===== src/rtl/uart_tx_fifo.sv =====
// uart_tx_fifo: 8N1 UART transmitter fed by a small circular-buffer FIFO.
// Queued bytes go out back to back: a new start bit follows a stop bit
// directly, with no idle gap, whenever the FIFO still holds data.
module uart_tx_fifo #(
    parameter int DIV_RATE   = 260,
    parameter int FIFO_DEPTH = 8,
    parameter int PTR_W      = 3
) (
    input  logic             clk,
    input  logic             reset,
    input  logic             tx_valid,
    input  logic [7:0]       tx_data,
    output logic             tx_ready,
    output logic             tx_busy,
    output logic             tx_end,
    output logic [PTR_W:0]   fifo_count,
    output logic             tx
);

    localparam int               DIV_W    = $clog2(DIV_RATE);
    localparam logic [DIV_W-1:0] DIV_LAST = DIV_W'(DIV_RATE - 1);
    localparam logic [PTR_W:0]   FULL_CNT = (PTR_W + 1)'(FIFO_DEPTH);

    typedef enum logic [1:0] {
        IDLE,
        START,
        DATA,
        STOP
    } state_e;

    // FIFO storage and bookkeeping
    logic [7:0]       mem_q [FIFO_DEPTH];
    logic [PTR_W-1:0] wr_ptr_q;
    logic [PTR_W-1:0] rd_ptr_q;
    logic [PTR_W:0]   count_q;
    logic             push;
    logic             pop;
    logic [7:0]       head;

    // Serializer state
    state_e           state_q,   state_d;
    logic [DIV_W-1:0] div_cnt_q, div_cnt_d;
    logic [2:0]       bit_cnt_q, bit_cnt_d;
    logic [7:0]       shift_q,   shift_d;
    logic             tx_q,      tx_d;
    logic             tx_end_q,  tx_end_d;
    logic             bit_done;

    assign tx_ready = (count_q != FULL_CNT);
    assign push     = tx_valid && tx_ready;
    assign head     = mem_q[rd_ptr_q];
    assign bit_done = (div_cnt_q == DIV_LAST);

    // Byte storage: written on every accepted push
    // NOTE: the data array carries no reset; pointers and count alone define which entries are valid.
    always_ff @(posedge clk) begin
        if (push) begin
            mem_q[wr_ptr_q] <= tx_data;
        end
    end

    // FIFO pointers and occupancy; pointers wrap naturally at the power-of-two depth
    // NOTE: sequential state uses non-blocking assignments so every register sees pre-edge values.
    always_ff @(posedge clk) begin
        if (reset) begin
            wr_ptr_q <= '0;
            rd_ptr_q <= '0;
            count_q  <= '0;
        end else begin
            if (push) begin
                wr_ptr_q <= wr_ptr_q + PTR_W'(1);
            end
            if (pop) begin
                rd_ptr_q <= rd_ptr_q + PTR_W'(1);
            end
            case ({push, pop})
                2'b10:   count_q <= count_q + (PTR_W + 1)'(1);
                2'b01:   count_q <= count_q - (PTR_W + 1)'(1);
                default: count_q <= count_q;
            endcase
        end
    end

    // Serializer next-state: bit timing, frame sequencing and FIFO pops
    // NOTE: every output of this block gets a default first, so no path can infer a latch.
    always_comb begin
        state_d   = state_q;
        div_cnt_d = div_cnt_q + DIV_W'(1);
        bit_cnt_d = bit_cnt_q;
        shift_d   = shift_q;
        tx_d      = tx_q;
        tx_end_d  = 1'b0;
        pop       = 1'b0;

        case (state_q)
            IDLE: begin
                div_cnt_d = '0;
                tx_d      = 1'b1;
                if (count_q != '0) begin
                    pop     = 1'b1;
                    shift_d = head;
                    tx_d    = 1'b0;
                    state_d = START;
                end
            end
            START: begin
                if (bit_done) begin
                    div_cnt_d = '0;
                    tx_d      = shift_q[0];
                    bit_cnt_d = '0;
                    state_d   = DATA;
                end
            end
            DATA: begin
                if (bit_done) begin
                    div_cnt_d = '0;
                    if (bit_cnt_q == 3'd7) begin
                        tx_d    = 1'b1;
                        state_d = STOP;
                    end else begin
                        shift_d   = shift_q >> 1;
                        tx_d      = shift_q[1];
                        bit_cnt_d = bit_cnt_q + 3'd1;
                    end
                end
            end
            STOP: begin
                if (bit_done) begin
                    div_cnt_d = '0;
                    tx_end_d  = 1'b1;
                    if (count_q != '0) begin
                        pop     = 1'b1;
                        shift_d = head;
                        tx_d    = 1'b0;
                        state_d = START;
                    end else begin
                        tx_d    = 1'b1;
                        state_d = IDLE;
                    end
                end
            end
            default: begin
                state_d = IDLE;
                tx_d    = 1'b1;
            end
        endcase
    end

    // Serializer registers; reset abandons any frame in flight and idles the line
    always_ff @(posedge clk) begin
        if (reset) begin
            state_q   <= IDLE;
            div_cnt_q <= '0;
            bit_cnt_q <= '0;
            shift_q   <= '0;
            tx_q      <= 1'b1;
            tx_end_q  <= 1'b0;
        end else begin
            state_q   <= state_d;
            div_cnt_q <= div_cnt_d;
            bit_cnt_q <= bit_cnt_d;
            shift_q   <= shift_d;
            tx_q      <= tx_d;
            tx_end_q  <= tx_end_d;
        end
    end

    assign tx         = tx_q;
    assign tx_end     = tx_end_q;
    assign fifo_count = count_q;
    assign tx_busy    = (state_q != IDLE) || (count_q != '0);

endmodule

===== config.mk =====
export PLATFORM = sky130hd
export DESIGN_NAME = uart_tx_fifo
export DESIGN_NICKNAME = d
export VERILOG_FILES = /design/src/rtl/uart_tx_fifo.sv
export SDC_FILE = /design/constraint.sdc
export NUM_CORES = 1
export LEC_CHECK = 0
export CAP_MARGIN = 20
export CORE_ASPECT_RATIO = 2
export CORE_MARGIN = 2
export CORE_UTILIZATION = 45
export CTS_BUF_LIST = sky130_fd_sc_hd__clkbuf_4 sky130_fd_sc_hd__clkbuf_8
export DETAILED_ROUTE_END_ITERATION = 10
export PLACE_DENSITY = 0.73
export SYNTH_ARGS = -nofsm -noshare
export SYNTH_HDL_FRONTEND = slang
export SYNTH_SLANG_ARGS = --single-unit

===== constraint.sdc =====
create_clock -name clk -period 5.1 [get_ports clk]
set_input_delay 1.02 -clock clk [delete_from_list [all_inputs] [get_ports clk]]
set_output_delay 1.02 -clock clk [all_outputs]
set_load 0.02 [all_outputs]

Yosys cells after proc, flatten, opt, wreduce, memory -nomap -nowiden
Memory sizes are Yosys's and may differ from the RTL's. A register that Yosys moved wholly into a read port is not among the register bits.
Cells that the tools add are included.
Widths: inputs -> output; s select.
{ "classes": {"n_addsub": 6, "n_eq_ne": 14, "muxes": 33, "bitwise_logic": 1, "n_reduce_logical": 14} }
{ "ops": {"columns": ["cell", "n"], "rows": [
  ["$mux 8", 4],
  ["$pmux 8 s3", 1],
  ["$pmux 9 s2", 1],
  ["$mux 3", 5],
  ["$ne 2x2->1 const B", 6],
  ["$mux 1", 11],
  ["$mux 2", 5],
  ["$add 3x1->3 const B", 3],
  ["$add 9x1->9 const B", 1],
  ["$eq 9x9->1 const B", 1],
  ["$mux 9", 1],
  ["$pmux 2 s4", 1],
  ["$pmux 4 s2", 1],
  ["$reduce_and 4->1", 2],
  ["$eq 2x2->1 const B", 3],
  ["$pmux 3 s2", 1],
  ["$reduce_bool 2->1", 3],
  ["$reduce_and 5->1", 1],
  ["$add 4x1->4 const B", 1],
  ["$eq 2x1->1 const B", 2],
  ["$ne 4x4->1 const B", 1],
  ["$pmux 1 s4", 1],
  ["$reduce_bool 4->1", 1],
  ["$sub 4x1->4 const B", 1],
  ["other kinds (10)", 10]
]} }
{ "totals": {"regBits": 34, "ram_bits": 64, "input_bits": 11, "out_inout_bits": 8, "wordCells": 78, "mem_count": 1} }
{ "memory_table": {"columns": ["memory", "depth", "word_bits", "rd", "rd_ports_with_merged_regs", "write_ports", "line_no", "text"], "rows": [
  ["mem_q", 8, 8, 1, 1, 1, "32", "logic [7:0] mem_q [FIFO_DEPTH];"]
]} }

Longest topological paths before layout
Gate-level depths: netlist of the first run.
{ "depth": {"ltp_word": 6, "ltp_mapped": 11, "depth_no_buf": 11} }

Worst setup path before layout of the first run
OpenSTA, ideal clock, no wires.
{ "synth_path": {"path_type": "register to register", "start": "register count_q[1], in the netlist fifo_count[1]", "end": "register count_q[2], in the netlist fifo_count[2]", "setup_ns": 0.070, "t_arrival_ns": 2.656, "t_required_ns": 5.030, "setup_slack_ns": 2.373, "stages_incl_launch_ff": 12, "n_path_buf": 2, "synth_period_minus_slack_ns": 2.727, "cell_sequence": "dfxtp_1 > buf_2 > or4b_1 > clkbuf_1 > nand2_1 > ha_1 > xor2_1 > ha_1 > a21oi_1 > xor2_1 > or3_1 > a21oi_1"} }
{ "synth_via": {"elab_cells_between_ends": 12, "classes_between": "add/sub: 2; eq/ne: 3; mux: 4; reduce/logical: 3"} }
{ "synth_rtl": {"columns": ["element", "line_no", "text"], "rows": [
  ["start, declared", "35", "logic [PTR_W:0] count_q;"],
  ["start signal, assigned", "77", "2'b10: count_q <= count_q + (PTR_W + 1)'(1);"],
  ["start signal, assigned", "78", "2'b01: count_q <= count_q - (PTR_W + 1)'(1);"],
  ["start signal, assigned", "79", "default: count_q <= count_q;"],
  ["$ne 4x4->1 (*)", "49", "assign tx_ready = (count_q != FULL_CNT);"],
  ["named net tx_ready", "13", "output logic tx_ready,"],
  ["$logic_and 1x1->1 (*)", "50", "assign push = tx_valid && tx_ready;"],
  ["$eq 2x1->1 or $eq 2x2->1 (tied branches)", "76", "case ({push, pop})"],
  ["$pmux 4 s2 or $reduce_bool 2->1 (tied branches)", null, null]
]} }
Mark *: on every way through the listed nets, which the timed path passes. The rest lies on a longest branch.
A chain may end at the register's enable or synchronous reset.

Worst setup path in the final report of the first run
{ "layout_path": {"start": "register count_q[1], in the netlist fifo_count[1]", "end": "output tx_busy"} }
{ "layout_via": {"elab_chain_cells": 2} }
{ "layout_rtl": {"columns": ["element", "line_no", "text"], "rows": [
  ["$reduce_bool 4->1", "171", "assign tx_busy = (state_q != IDLE) || (count_q != '0);"],
  ["$logic_or 1x1->1", "171", null],
  ["end, declared", "14", "output logic tx_busy,"]
]} }
Every way passes these cells.

==> results of run 1 <==
## metrics by stage
step | setup slack (ps) | hold slack (ps) | instances | total power, µW | cell area [µm²]
after floorplan | 2370 | 441 | 302 | 1520 | 4290
after global placement | 1930 | 453 | 410 | 1670 | 4540
after detailed placement | 1890 | 457 | 410 | 1690 | 4540
after CTS | 1930 | 482 | 426 | 2200 | 4740
after global routing | 1810 | 505 | 429 | 2320 | 4780
final | 1980 | 483 | 429 | 2190 | 4780
## synth_stat cells (5+ instances only)
cell type | n | area (µm²)
nand3_1 | 6 | 30.0
clkbuf_1 | 8 | 30.0
a22o_1 | 8 | 70.1
nor3_1 | 8 | 40.0
nand2b_1 | 6 | 37.5
a21oi_1 | 13 | 65.1
nor2_1 | 23 | 86.3
ha_1 | 13 | 163
inv_1 | 12 | 45.0
dfxtp_1 | 37 | 741
xor2_1 | 11 | 96.3
nand2_1 | 6 | 22.5
mux4_2 | 16 | 360
edfxtp_1 | 64 | 1920
nor2b_1 | 5 | 31.3
o22ai_1 | 7 | 43.8
buf_2 | 5 | 25.0
## routing by layer
layer / vias to the layer above / wire length, µm / global-route usage, %
met3: 19 / 166 / 3.97
li1: 1197 / - / -
met1: 1193 / 2780 / 15.9
met4: 0 / 198 / 7.99
met2: 30 / 4090 / 27.2
met5: - / 0 / 0
## cell usage in the layout (no fill, tap or decap), drive strengths merged, types with 5 or more instances in the layout
cell and count:
a21oi 14, o22ai 7, xor2 11, nor2 23, nand3 6, mux4 16
nand2 6, clkbuf 11, nor3 9, a22o 8, inv 18, edfxtp 64
ha 13, nor2b 5, clkdlybuf4s50 18, dfxtp 37, nand2b 6
## critical path, stage by stage, from the launching register on
cell and delay (ps):
dfxtp_1 420, nor4_4 440, and2_1 270, inv_1 60, clkdlybuf4s50_1 530
## registers in the layout, indices dropped and copies added (netlist names), named ones only
name        flops
mem_q          64
div_cnt_q       9
shift_q         8
fifo_count      4
bit_cnt_q       3
rd_ptr_q        3
wr_ptr_q        3
state_q         2
tx              1
tx_end          1
## path summary, 6_finish.rpt
path                                            startpoint                          to  slack (ps)  cells after the start
worst max-delay path            fifo_count[1]$_SDFFE_PP0P_                     tx_busy        1980                      4
worst min-delay path                       tx$_SDFFE_PP1P_             tx$_SDFFE_PP1P_         480                      1
worst max register to register     div_cnt_q[0]$_SDFF_PP0_  fifo_count[2]$_SDFFE_PP0P_        2130                     11
worst min register to register             tx$_SDFFE_PP1P_             tx$_SDFFE_PP1P_         480                      1
## layout make-up
cell class	count	area [µm²]
clock buffers	9	124
multi-input cells	174	1510
well taps	104	130
inverters	12	45.0
fillers	759	4540
repair buffers	22	230
clock inverters	7	78.8
flip-flops and latches	101	2660
## power by group through the flow
stage	sequential, µW	combinational, µW	clock (µW)
floorplan	1040	483	0
CTS	1040	632	521
finish	1030	657	503
global route	1040	725	550
detailed placement	1060	629	0
global placement	1060	614	0
## cells by family after synthesis
family,synth area share (%)
AO/OA/AOI/OAI,7.80
AND/OR/NAND/NOR,11.1
buffers and inverters,2.60
multiplexers,10.2
adder cells (fa/ha/maj),3.80
XOR/XNOR,2.45
flip-flops,62.1
==> impl_metrics.csv, run 1 <==
group,metric,value,unit
run_status,outcome,"finished, final reports clean",
logic_synthesis,async_reset_ff_share,0,%
timing,worst_slew_pin_slew,1120,ps
setup_path,cp.required,4080,ps
logic_synthesis,ys_warn_count,0,
drt,viasPerCell,5.69,
logic_synthesis,synth.cell_area,4290,µm²
logic_synthesis,synth_ff_type,"edfxtp_1",
setup_path,cp.arrival,2100,ps
global_route,antenna_found_initial,0,
timing,layout_min_cycle_time,3120,ps
global_route,grt_use_total,15.3,%
global_route,grt_pass1_vias,2467,
cts,clock-sinks,101,
timing,report.final.slew_viol_count,0,
global_route,grt.overflow.total,0,
drt,ant_nets,0,
power,clockPowerShare,23.0,%
cts,clkSlewWorstSetupHoldPaths,100,ps
drt,wirelength,7240,µm
drt,drcViolationCount,0,
timing,finalSetupViolCount,0,
logic_synthesis,ys_seq_area_share,62.1,%
cts,cts_resized,0,
logic_synthesis,synth.net_count,326,
die,pin_count,19,
final_layout,layout.nets,344,
final_layout,final_util,51.3,%
placed_design,hpwl,5150,µm
power,seq_power_share,47.0,%
logic_synthesis,synth.distinct_cells,50,
drt,post_drt_wl_per_cell,16.9,µm
timing,clock.fmax,321,MHz
power,swShare,32.8,%
setup_path,path_max_fanout,9,
placed_design,routabilityCongestion,0.792,
timing,slew_headroom,24.8,%
timing,tns,0,ps
global_route,grt_max_degree,25,
setup_path,cp-end-kind,"output port",
cts,clk_latency,380,ps
logic_synthesis,synth_edf_count,64,
final_layout,layout-drive-gt1-share,15.7,%
cts,cts_max_level,3,
power,power_frac_comb,30.0,%
hold_path,hp-class,"reg2reg",
job,drv_cap,0,
setup_path,worst_setup_path_start_kind,"flip-flop",
setup_path,path_class,"reg2out",
cts,hold_buffers,0,
cts,post_cts_buffers,0,
drt,drt_first_pass_iters,4,
die,core,9320,µm²
cts,cts_tree,"done",
cts,cts_buffers,9,
power,p_int,1470,µW
timing,rsz0062_at_grt,"false",
placed_design,port_buffers,18,
timing,finalCritPeriodShare,61.2,%
power,peakVddDrop,205,µV
power,power.switching,717,µW
drt,vias,2439,
timing,finalHoldViolCount,0,
die,initial_core_util,46.0,%
die,rows,50,
power,leakage,0.00162,µW
power,p_per_area,457,nW/µm²
final_layout,syn_to_final_growth,11.6,%
drt,dr.first_iter.drc_count,93,
die,dieArea,10400,µm²
timing,finClkSkew,8.87,ps
die,die_w,73.0,µm
logic_synthesis,syn_inst,302,
cts,cts_root_buf,"clkbuf_8",
cts,clockBufferDepth,2,
final_layout,antennaDiodeCount,0,
global_route,grt_pass1_wl,11800,µm
die,die_h,142,µm
logic_synthesis,synth.avg_cell_area,14.2,µm²
logic_synthesis,ys_ff_latch,101,
(Power assumes the default switching activity.)
==> run 2: changes to the inputs <==
==> constraint.sdc (replaced) <==
create_clock -name clk -period 3.2 [get_ports clk]
set_input_delay 0.64 -clock clk [delete_from_list [all_inputs] [get_ports clk]]
set_output_delay 0.64 -clock clk [all_outputs]
set_load 0.02 [all_outputs]
==> run 2 against run 1 <==
Effect of this change: setup slack worse by 1600 ps; combinational power up 63%; clock-buffer cell count unchanged; clock power up 57%; sequential cell count unchanged; power up 59%; register-to-register slack worse by 1700 ps; first-iteration DRC count up 16%.
==> impl_metrics.csv, run 2 (synthesized netlist as in run 1, its figures left out) <==
group,metric,value,unit
global_route,antenna_found_initial,0,
global_route,grt_max_degree,21,
drt,wirelength,7720,µm
job,drv_cap,0,
drt,viasPerCell,5.79,
timing,finClkSkew,15.3,ps
final_layout,largest_reg_flops,64,
drt,drt_first_pass_iters,4,
cts,clockBufferDepth,2,
cts,clock-sinks,101,
placed_design,place_area,4610,µm²
drt,ant_nets,0,
die,pin_count,19,
setup_path,path_class,"reg2out",
placed_design,port_buffers,18,
global_route,grt_use_total,16.3,%
final_layout,nFillCells,761,
final_layout,final_common_cell,"edfxtp_1",
placed_design,routabilityCongestion,0.813,
setup_path,worst_setup_path_start_kind,"flip-flop",
final_layout,final_util,51.5,%
timing,tns,0,ps
cts,clkSlewWorstSetupHoldPaths,100,ps
timing,clock.fmax,359,MHz
cts,clk_latency,380,ps
cts,cts_resized,0,
cts,post_cts_buffers,0,
setup_path,cp_num_buf_inv,2,
cts,cts_max_level,3,
global_route,grt_pass1_vias,2484,
setup_path,cp_slowest_cell,"clkdlybuf4s50_1",
final_layout,multi_input_area,1510,µm²
cts,hold_buffers,0,
final_layout,largest_register,"mem_q",
final_layout,syn_to_final_growth,12.1,%
placed_design,dp.cells,420,
die,core,9320,µm²
die,dieArea,10400,µm²
power,leakage,0.00165,µW
final_layout,layout.nets,351,
drt,dr.first_iter.drc_count,108,
drt,drcViolationCount,0,
cts,cts_root_buf,"clkbuf_8",
timing,finalHoldViolCount,0,
final_layout,antennaDiodeCount,0,
die,rows,50,
die,die_h,142,µm
hold_path,hp-class,"reg2reg",
placed_design,hpwl,5270,µm
die,die_w,73.0,µm
drt,vias,2524,
setup_path,cp.required,2560,ps
global_route,grt.overflow.total,0,
final_layout,final_area,4800,µm²
global_route,grt_pass1_wl,12600,µm
power,peakVddDrop,371,µV
run_status,outcome,"finished, final reports clean",
setup_path,path_max_fanout,9,
drt,post_drt_wl_per_cell,17.7,µm
timing,finalSetupViolCount,0,
final_layout,largestRegisters,"mem_q: 64 flops, div_cnt_q: 9 flops, shift_q: 8 flops",
timing,report.final.slew_viol_count,0,
cts,cts_tree,"done",
final_layout,layout-drive-gt1-share,17.5,%
setup_path,cp-end-kind,"output port",
setup_path,cp.arrival,2140,ps
timing,rsz0062_at_grt,"false",
final_layout,seq_area,2660,µm²
timing,worst_slew_pin_slew,764,ps
setup_path,critPathTopFamily,"simple AND/OR/NAND/NOR gates",
setup_path,crit_chain,"nor4_4 > and2_1 > inv_1 > clkdlybuf4s50_1",
timing,finalCritPeriodShare,87.0,%
final_layout,layout_common_cells,"edfxtp_1 (64), dfxtp_1 (37), nor2_1 (23), clkdlybuf4s50_1 (18), mux4_2 (16)",
final_layout,stdcell_count,436,
cts,cts_buffers,9,
timing,layout_min_cycle_time,2780,ps
timing,slew_headroom,49.0,%
power,p_per_area,725,nW/µm²
setup_path,crit_path_max_incr_delay,530,ps
die,initial_core_util,46.0,%
run 2: changes by cell type in the layout (fill, tap and decap cells not counted):
cell      previous run  this run
clkinv_4             0         1
buf_4                1        11
clkbuf_4             2         0
inv_8                4         2
buf_16               1         0
inv_6                2         4
clkinv_8             1         0
run 2: path summary, 6_finish.rpt:
| path | startpoint | to | slack [ps] | cells past startpoint |
|---|---|---|---|---|
| worst min register to register | tx$_SDFFE_PP1P_ | tx$_SDFFE_PP1P_ | 480 | 1 |
| worst max-delay path | fifo_count[1]$_SDFFE_PP0P_ | tx_busy | 420 | 4 |
| worst max register to register | div_cnt_q[0]$_SDFF_PP0_ | fifo_count[2]$_SDFFE_PP0P_ | 470 | 11 |
| worst min-delay path | tx$_SDFFE_PP1P_ | tx$_SDFFE_PP1P_ | 480 | 1 |
run 2: metrics by stage:
| stage | hold WS [ps] | power [µW] | setup slack (ps) |
|---|---|---|---|
| floorplan | 441 | 2430 | 473 |
| global placement | 453 | 2700 | 476 |
| detailed placement | 460 | 2730 | 377 |
| CTS | 484 | 3520 | 406 |
| global route | 507 | 3690 | 217 |
| finish | 482 | 3480 | 415 |
run 2: power by group:
part / internal (µW) / switching, µW
Clock: 306 / 485
Sequential: 1520 / 101
Combinational: 504 / 565
run 2: area by class of cell:
cell class	instances	area share, %
Timing Repair Buffer	29	5.47
Tap cell	104	2.71
Multi-Input combinational cell	174	31.5
Clock inverter	7	1.38
Clock buffer	9	2.58
Inverter	12	0.938
Sequential cell	101	55.4
run 2: per-layer routing:
layer	part of all wire, %	track usage [%]	vias up
li1	-	-	1209
met1	40	19.6	1250
met2	56	27.9	52
met3	2.7	2.55	13
met4	2.1	7.31	0
met5	0	0	-
run 2: worst reg2reg max path, delay by kind of cell (launching register included):
| family | cells | cell delay [ps] |
|---|---|---|
| DFF | 1 | 400 |
| adders and majority gates | 3 | 720 |
| AOI/OAI and AO/OA | 3 | 360 |
| xor gates and xnor gates | 2 | 340 |
| and+or+nand+nor | 3 | 860 |
